--- src/rtl/id_stage_pipe.sv ---
// id_stage_pipe: registered RV32I instruction-decode stage.
// Decodes an instruction word into datapath controls and a sign-extended
// immediate, then holds the decoded bundle behind a valid/ready handshake.
// Optional feature: define ID_MEXT_EN to decode RV32M (OP, funct7=0x01).
// Without it those encodings are illegal and o_muldiv is always 0.
// Ports:
//   i_clk, i_rst         clock, synchronous active-high reset
//   i_flush              kill the held bundle and the incoming instruction
//   i_in_valid/o_in_ready, i_in_inst, i_in_pc    fetch side
//   o_out_valid/i_out_ready, o_out_pc, o_out_inst execute side
//   o_alu_src1, o_alu_src2, o_alu_op, o_wb_sel, o_reg_we, o_mem_we,
//   o_mem_re, o_branch, o_jump, o_jalr, o_muldiv, o_illegal, o_imm
module id_stage_pipe #(
  parameter int XLEN           = 32,
  parameter bit ILLEGAL_AS_NOP = 1'b1
) (
  input  logic            i_clk,
  input  logic            i_rst,
  input  logic            i_flush,
  input  logic            i_in_valid,
  output logic            o_in_ready,
  input  logic [31:0]     i_in_inst,
  input  logic [XLEN-1:0] i_in_pc,
  output logic            o_out_valid,
  input  logic            i_out_ready,
  output logic [XLEN-1:0] o_out_pc,
  output logic [31:0]     o_out_inst,
  output logic            o_alu_src1,
  output logic            o_alu_src2,
  output logic [1:0]      o_alu_op,
  output logic [1:0]      o_wb_sel,
  output logic            o_reg_we,
  output logic            o_mem_we,
  output logic            o_mem_re,
  output logic            o_branch,
  output logic            o_jump,
  output logic            o_jalr,
  output logic            o_muldiv,
  output logic            o_illegal,
  output logic [XLEN-1:0] o_imm
);

  // Shift amounts above 31 are only meaningful on a 64-bit datapath.
  localparam bit SHAMT5_ILLEGAL = (XLEN == 32);

  logic [2:0]      w_funct3;
  logic [6:0]      w_funct7;
  logic            w_rd_zero;
  logic            w_src1, w_src2, w_reg_we, w_mem_we, w_mem_re;
  logic            w_branch, w_jump, w_jalr, w_muldiv, w_illegal;
  logic [1:0]      w_alu_op, w_wb_sel;
  logic [31:0]     w_imm32;
  logic [XLEN-1:0] w_imm;
  logic            w_kill;
  logic            w_capture;

  assign w_funct3  = i_in_inst[14:12];
  assign w_funct7  = i_in_inst[31:25];
  assign w_rd_zero = (i_in_inst[11:7] == 5'd0);

  always_comb begin
    w_src1    = 1'b0;
    w_src2    = 1'b0;
    w_alu_op  = 2'b00;
    w_wb_sel  = 2'b00;
    w_reg_we  = 1'b0;
    w_mem_we  = 1'b0;
    w_mem_re  = 1'b0;
    w_branch  = 1'b0;
    w_jump    = 1'b0;
    w_jalr    = 1'b0;
    w_muldiv  = 1'b0;
    w_illegal = 1'b0;
    w_imm32   = 32'd0;
    case (i_in_inst[6:0])
      7'b0110111: begin // LUI
        w_src2   = 1'b1;
        w_reg_we = 1'b1;
        w_imm32  = {i_in_inst[31:12], 12'd0};
      end
      7'b0010111: begin // AUIPC
        w_src1   = 1'b1;
        w_src2   = 1'b1;
        w_reg_we = 1'b1;
        w_imm32  = {i_in_inst[31:12], 12'd0};
      end
      7'b1101111: begin // JAL
        w_src1   = 1'b1;
        w_src2   = 1'b1;
        w_wb_sel = 2'b10;
        w_reg_we = 1'b1;
        w_jump   = 1'b1;
        w_imm32  = {{12{i_in_inst[31]}}, i_in_inst[19:12], i_in_inst[20],
                    i_in_inst[30:21], 1'b0};
      end
      7'b1100111: begin // JALR
        w_src2   = 1'b1;
        w_wb_sel = 2'b10;
        w_reg_we = 1'b1;
        w_jump   = 1'b1;
        w_jalr   = 1'b1;
        w_imm32  = {{20{i_in_inst[31]}}, i_in_inst[31:20]};
      end
      7'b1100011: begin // BRANCH
        w_src1    = 1'b1;
        w_alu_op  = 2'b01;
        w_branch  = 1'b1;
        w_illegal = (w_funct3 == 3'b010) || (w_funct3 == 3'b011);
        w_imm32   = {{20{i_in_inst[31]}}, i_in_inst[7], i_in_inst[30:25],
                     i_in_inst[11:8], 1'b0};
      end
      7'b0000011: begin // LOAD
        w_src2    = 1'b1;
        w_wb_sel  = 2'b01;
        w_reg_we  = 1'b1;
        w_mem_re  = 1'b1;
        w_illegal = (w_funct3 == 3'b011) || (w_funct3 == 3'b110) ||
                    (w_funct3 == 3'b111);
        w_imm32   = {{20{i_in_inst[31]}}, i_in_inst[31:20]};
      end
      7'b0100011: begin // STORE
        w_src2    = 1'b1;
        w_mem_we  = 1'b1;
        w_illegal = (w_funct3[2] || (w_funct3[1:0] == 2'b11));
        w_imm32   = {{20{i_in_inst[31]}}, i_in_inst[31:25], i_in_inst[11:7]};
      end
      7'b0010011: begin // OP-IMM
        w_src2   = 1'b1;
        w_alu_op = 2'b11;
        w_reg_we = 1'b1;
        w_imm32  = {{20{i_in_inst[31]}}, i_in_inst[31:20]};
        if (SHAMT5_ILLEGAL && (w_funct3[1:0] == 2'b01) && i_in_inst[25])
          w_illegal = 1'b1;
      end
      7'b0110011: begin // OP
        w_alu_op = 2'b10;
        w_reg_we = 1'b1;
        case (w_funct7)
          7'h00: w_illegal = 1'b0;
          7'h20: w_illegal = !((w_funct3 == 3'b000) || (w_funct3 == 3'b101));
`ifdef ID_MEXT_EN
          7'h01: w_muldiv  = 1'b1;
`else
          7'h01: w_illegal = 1'b1;
`endif
          default: w_illegal = 1'b1;
        endcase
      end
      7'b0001111: w_illegal = 1'b0; // FENCE: no-op in this core
      default:    w_illegal = 1'b1; // SYSTEM, unknown, or inst[1:0] != 2'b11
    endcase
  end

  assign w_imm     = XLEN'(signed'(w_imm32));
  assign w_kill    = ILLEGAL_AS_NOP && w_illegal;
  assign o_in_ready = !o_out_valid || i_out_ready;
  assign w_capture  = i_in_valid && o_in_ready && !i_flush;

  always_ff @(posedge i_clk) begin
    if (i_rst) begin
      o_out_valid <= 1'b0;
      o_out_pc    <= '0;
      o_out_inst  <= '0;
      o_alu_src1  <= 1'b0;
      o_alu_src2  <= 1'b0;
      o_alu_op    <= 2'b00;
      o_wb_sel    <= 2'b00;
      o_reg_we    <= 1'b0;
      o_mem_we    <= 1'b0;
      o_mem_re    <= 1'b0;
      o_branch    <= 1'b0;
      o_jump      <= 1'b0;
      o_jalr      <= 1'b0;
      o_muldiv    <= 1'b0;
      o_illegal   <= 1'b0;
      o_imm       <= '0;
    end else if (i_flush) begin
      o_out_valid <= 1'b0;
    end else if (w_capture) begin
      o_out_valid <= 1'b1;
      o_out_pc    <= i_in_pc;
      o_out_inst  <= i_in_inst;
      o_alu_src1  <= w_src1;
      o_alu_src2  <= w_src2;
      o_alu_op    <= w_alu_op;
      o_wb_sel    <= w_wb_sel;
      o_reg_we    <= w_reg_we && !w_rd_zero && !w_kill;
      o_mem_we    <= w_mem_we && !w_kill;
      o_mem_re    <= w_mem_re;
      o_branch    <= w_branch;
      o_jump      <= w_jump;
      o_jalr      <= w_jalr;
      o_muldiv    <= w_muldiv;
      o_illegal   <= w_illegal;
      o_imm       <= w_imm;
    end else if (o_out_valid && i_out_ready) begin
      o_out_valid <= 1'b0;
    end
  end

endmodule

--- config.mk ---
export PLATFORM = sky130hd
export DESIGN_NAME = id_stage_pipe
export DESIGN_NICKNAME = d
export VERILOG_FILES = /design/src/rtl/id_stage_pipe.sv
export SDC_FILE = /design/constraint.sdc
export NUM_CORES = 1
export LEC_CHECK = 0
export ABC_AREA = 1
export CORE_MARGIN = 2
export CORE_UTILIZATION = 47
export CTS_CLUSTER_SIZE = 12
export DETAILED_ROUTE_END_ITERATION = 8
export GPL_TIMING_DRIVEN = 0
export PLACE_DENSITY = 0.86
export SLEW_MARGIN = 0
export SYNTH_ARGS = -nofsm -noshare
export SYNTH_HDL_FRONTEND = slang
export SYNTH_SLANG_ARGS = --single-unit
--- constraint.sdc ---
create_clock -name i_clk -period 3.7 [get_ports i_clk]
set_clock_uncertainty 0.1 [all_clocks]
set_input_delay 0.555 -clock i_clk [delete_from_list [all_inputs] [get_ports i_clk]]
set_output_delay 0.555 -clock i_clk [all_outputs]
set_load 0.01 [all_outputs]
==> flow_summary.json <==
{
  "slew_headroom_pct": 56.44,
  "placed_area_mm2": 0.006434,
  "grt_usage_pct": 27.63,
  "initial_core_util_pct": 48.48,
  "synthesis.instances": 591,
  "place.gp.congestion": 0.9360,
  "peakVddDrop_mv": 0.3013,
  "antenna_left": 0,
  "max_freq_ghz": 0.4130,
  "maxCapViolCount": 0,
  "yosys.area_share.simple_pct": 27.52,
  "grt_max_degree": 19,
  "die_height_um": 101.9,
  "synthesis.area_mm2": 0.004501,
  "synthTopCellsByCount": "nor2_1 (112), dfxtp_1 (110), nand2_1 (105), a21oi_1 (63), o21ai_0 (63)",
  "clk_latency_ps": 360,
  "cp-start-kind": "input pin",
  "io_buffers": 177,
  "drtPass1Iterations": 5,
  "critPathMaxFanout": 2,
  "clockRootBuffer": "clkbuf_8",
  "diodes": 0,
  "yosysMostFrequentCell": "nor2_1",
  "post-cts-setup-buffer-count": 0,
  "arrival_ps": 1770,
  "rows": 35,
  "io_pins": 181,
  "drive_above_1_share_pct": 9.566,
  "yosysWarnings": 0,
  "holdCritPathClass": "reg -> reg",
  "synth_seq_area_share_pct": 48.93,
  "postSynthAreaPerCell_um2": 7.615,
  "nets": 848,
  "cts_buffer_depth": 2,
  "hpwlAfterDp_um": 11070,
  "ys_seq_elements": 110,
  "synth_top_family_by_area": "simple AND/OR/NAND/NOR gates",
  "antenna_found_initial": 0,
  "tightest_slew_ps": 653.4,
  "area_delta_synth_final_pct": 47.07,
  "finalSetupTns_ps": 0,
  "finalHoldViolations": 0,
  "synth_fa_ha_area_share_pct": 0,
  "setup_viol": 0,
  "htree_levels": 3,
  "vias": 4785,
  "fin_crit_ps": 2422,
  "die_w_um": 101.9,
  "finalInstanceArea_mm2": 0.006619,
  "fillers": 736,
  "yosys.area_share.xor_xnor_pct": 0,
  "core_area_mm2": 0.009284,
  "postCtsResizedCells": 0,
  "gr-total-overflow": 0,
  "grt_pass1_wl_um": 22500,
  "ys.flop_type": "dfxtp_1",
  "critPathKind": "in -> out",
  "syn-num-nets": 660,
  "outcome": "finished clean",
  "synth-edff-count": 0,
  "fin_crit_sh_pct": 65.45,
  "viasPerCell": 5.241,
  "drt_wl_total_um": 14440,
  "clkSlewWorstSetupHoldPaths_ps": 100,
  "cts.hold.buffers_added": 0,
  "critPathRequiredTime_ps": 3040,
  "clkSinkCount": 110,
  "synth_top_area_share_pct": 48.93,
  "endpoint_kind": "output pin",
  "synth_top_cell_by_area": "dfxtp_1",
  "cts_tree": "yes",
  "rsz0062_at_grt": "false",
  "first_iter_violations": 326,
  "synthTopCellsByArea": "dfxtp_1 (49%), nor2_1 (9.3%), nand2_1 (8.8%), a21oi_1 (7.0%), o21ai_0 (7.0%)",
  "powerDensity_mw_per_mm2": 353.5,
  "ys_types": 35,
  "synth-compound-area-share_pct": 17.26,
  "leakagePower_uw": 0.002679,
  "holdWs_ps": 362.4,
  "drv_slew": 0,
  "async_flop_share_pct": 0,
  "die_area_mm2": 0.01037,
  "grt_pass1_vias": 4816,
  "synth_mux_area_share_pct": 0,
  "drc": 0,
  "cts_buffers": 9,
  "wl_per_cell_um": 15.82
}
==> cells by family after synthesis <==
| family | after synthesis |
|---|---|
| DFF | 110 |
| other | 1 |
| and+or+nand+nor | 272 |
| buffers and inverters | 64 |
| AOI/OAI and AO/OA | 144 |
==> per-layer routing <==
layer	share of wire, %	GRT usage [%]
met5	0	0
met4	2.3	11.18
met3	12	10.88
met2	47	47.32
met1	38	30.81
==> layout by cell type (no fill, tap or decap), types with 2 or more instances in the layout <==
cell type        synthesis  layout
a21oi_2                 11      11
buf_4                    3       3
nand2_1                105     105
buf_1                    2       2
nand4_1                  9       9
a21oi_1                 63      63
clkbuf_8                 0      10
inv_1                   23      23
a31oi_1                  2       2
o21ai_0                 63      63
nor2_1                 112     112
a211oi_1                 2       2
nand3_2                  3       3
nand3_1                 17      17
nand2_2                  7       7
clkinv_4                 0       4
clkdlybuf4s50_1          0     177
clkbuf_1                16      17
inv_2                    3       3
dfxtp_1                110     110
nor2_4                   3       3
nor2_2                   3       3
nand2_4                  5       5
buf_2                   15      15
==> power by group <==
group | switching, uW | internal (uW)
sequential | 27.1 | 1240
combinational | 200 | 198
clock | 407 | 271
total | 634 | 1710
==> worst paths after layout <==
kind / cells past startpoint / slack [ps] / end / start
worst max register to register: 8 / 1990 / o_imm[17] / o_out_valid
worst min-delay path: 2 / 360 / o_out_inst[26] / o_out_inst[26]
worst min register to register: 2 / 360 / o_out_inst[26] / o_out_inst[26]
worst max-delay path: 4 / 1280 / o_in_ready / i_out_ready
==> registers in the layout, summed over array words and instances, names as in the netlist <==
signal,cells
o_mem_we,1
o_alu_src2,1
o_reg_we,1
o_branch,1
o_alu_op,2
o_wb_sel,2
o_out_valid,1
o_alu_src1,1
o_imm,32
o_mem_re,1
o_out_inst,32
o_illegal,1
o_jalr,1
o_out_pc,32
o_jump,1
==> through the flow <==
stage,utilization [%],worst slack [ps],power (uW),instances
finish,71.29,1278,2340,913
detailed placement,69.30,1287,1684,897
global placement,69.30,1300,1673,897
floorplan,-,2074,1448,591
CTS,71.29,1282,2349,913
global route,71.29,1213,2432,913
==> critical path, cell delays in order <==
cell and delay [ps]:
clkdlybuf4s50_1 400, nor2_1 220, inv_1 100, clkdlybuf4s50_1 490
==> cell type report <==
class	count	area (um^2)	area share, %
flip-flops and latches	110	2202	33.27
multi-input cells	417	2019	30.51
repair buffers	177	1772	26.77
plain buffers	38	181.4	2.741
well taps	129	161.4	2.439
clock buffers	11	141.4	2.136
inverters	26	97.59	1.474
clock inverters	5	43.79	0.6616
Power figures use the tool's default switching activity.
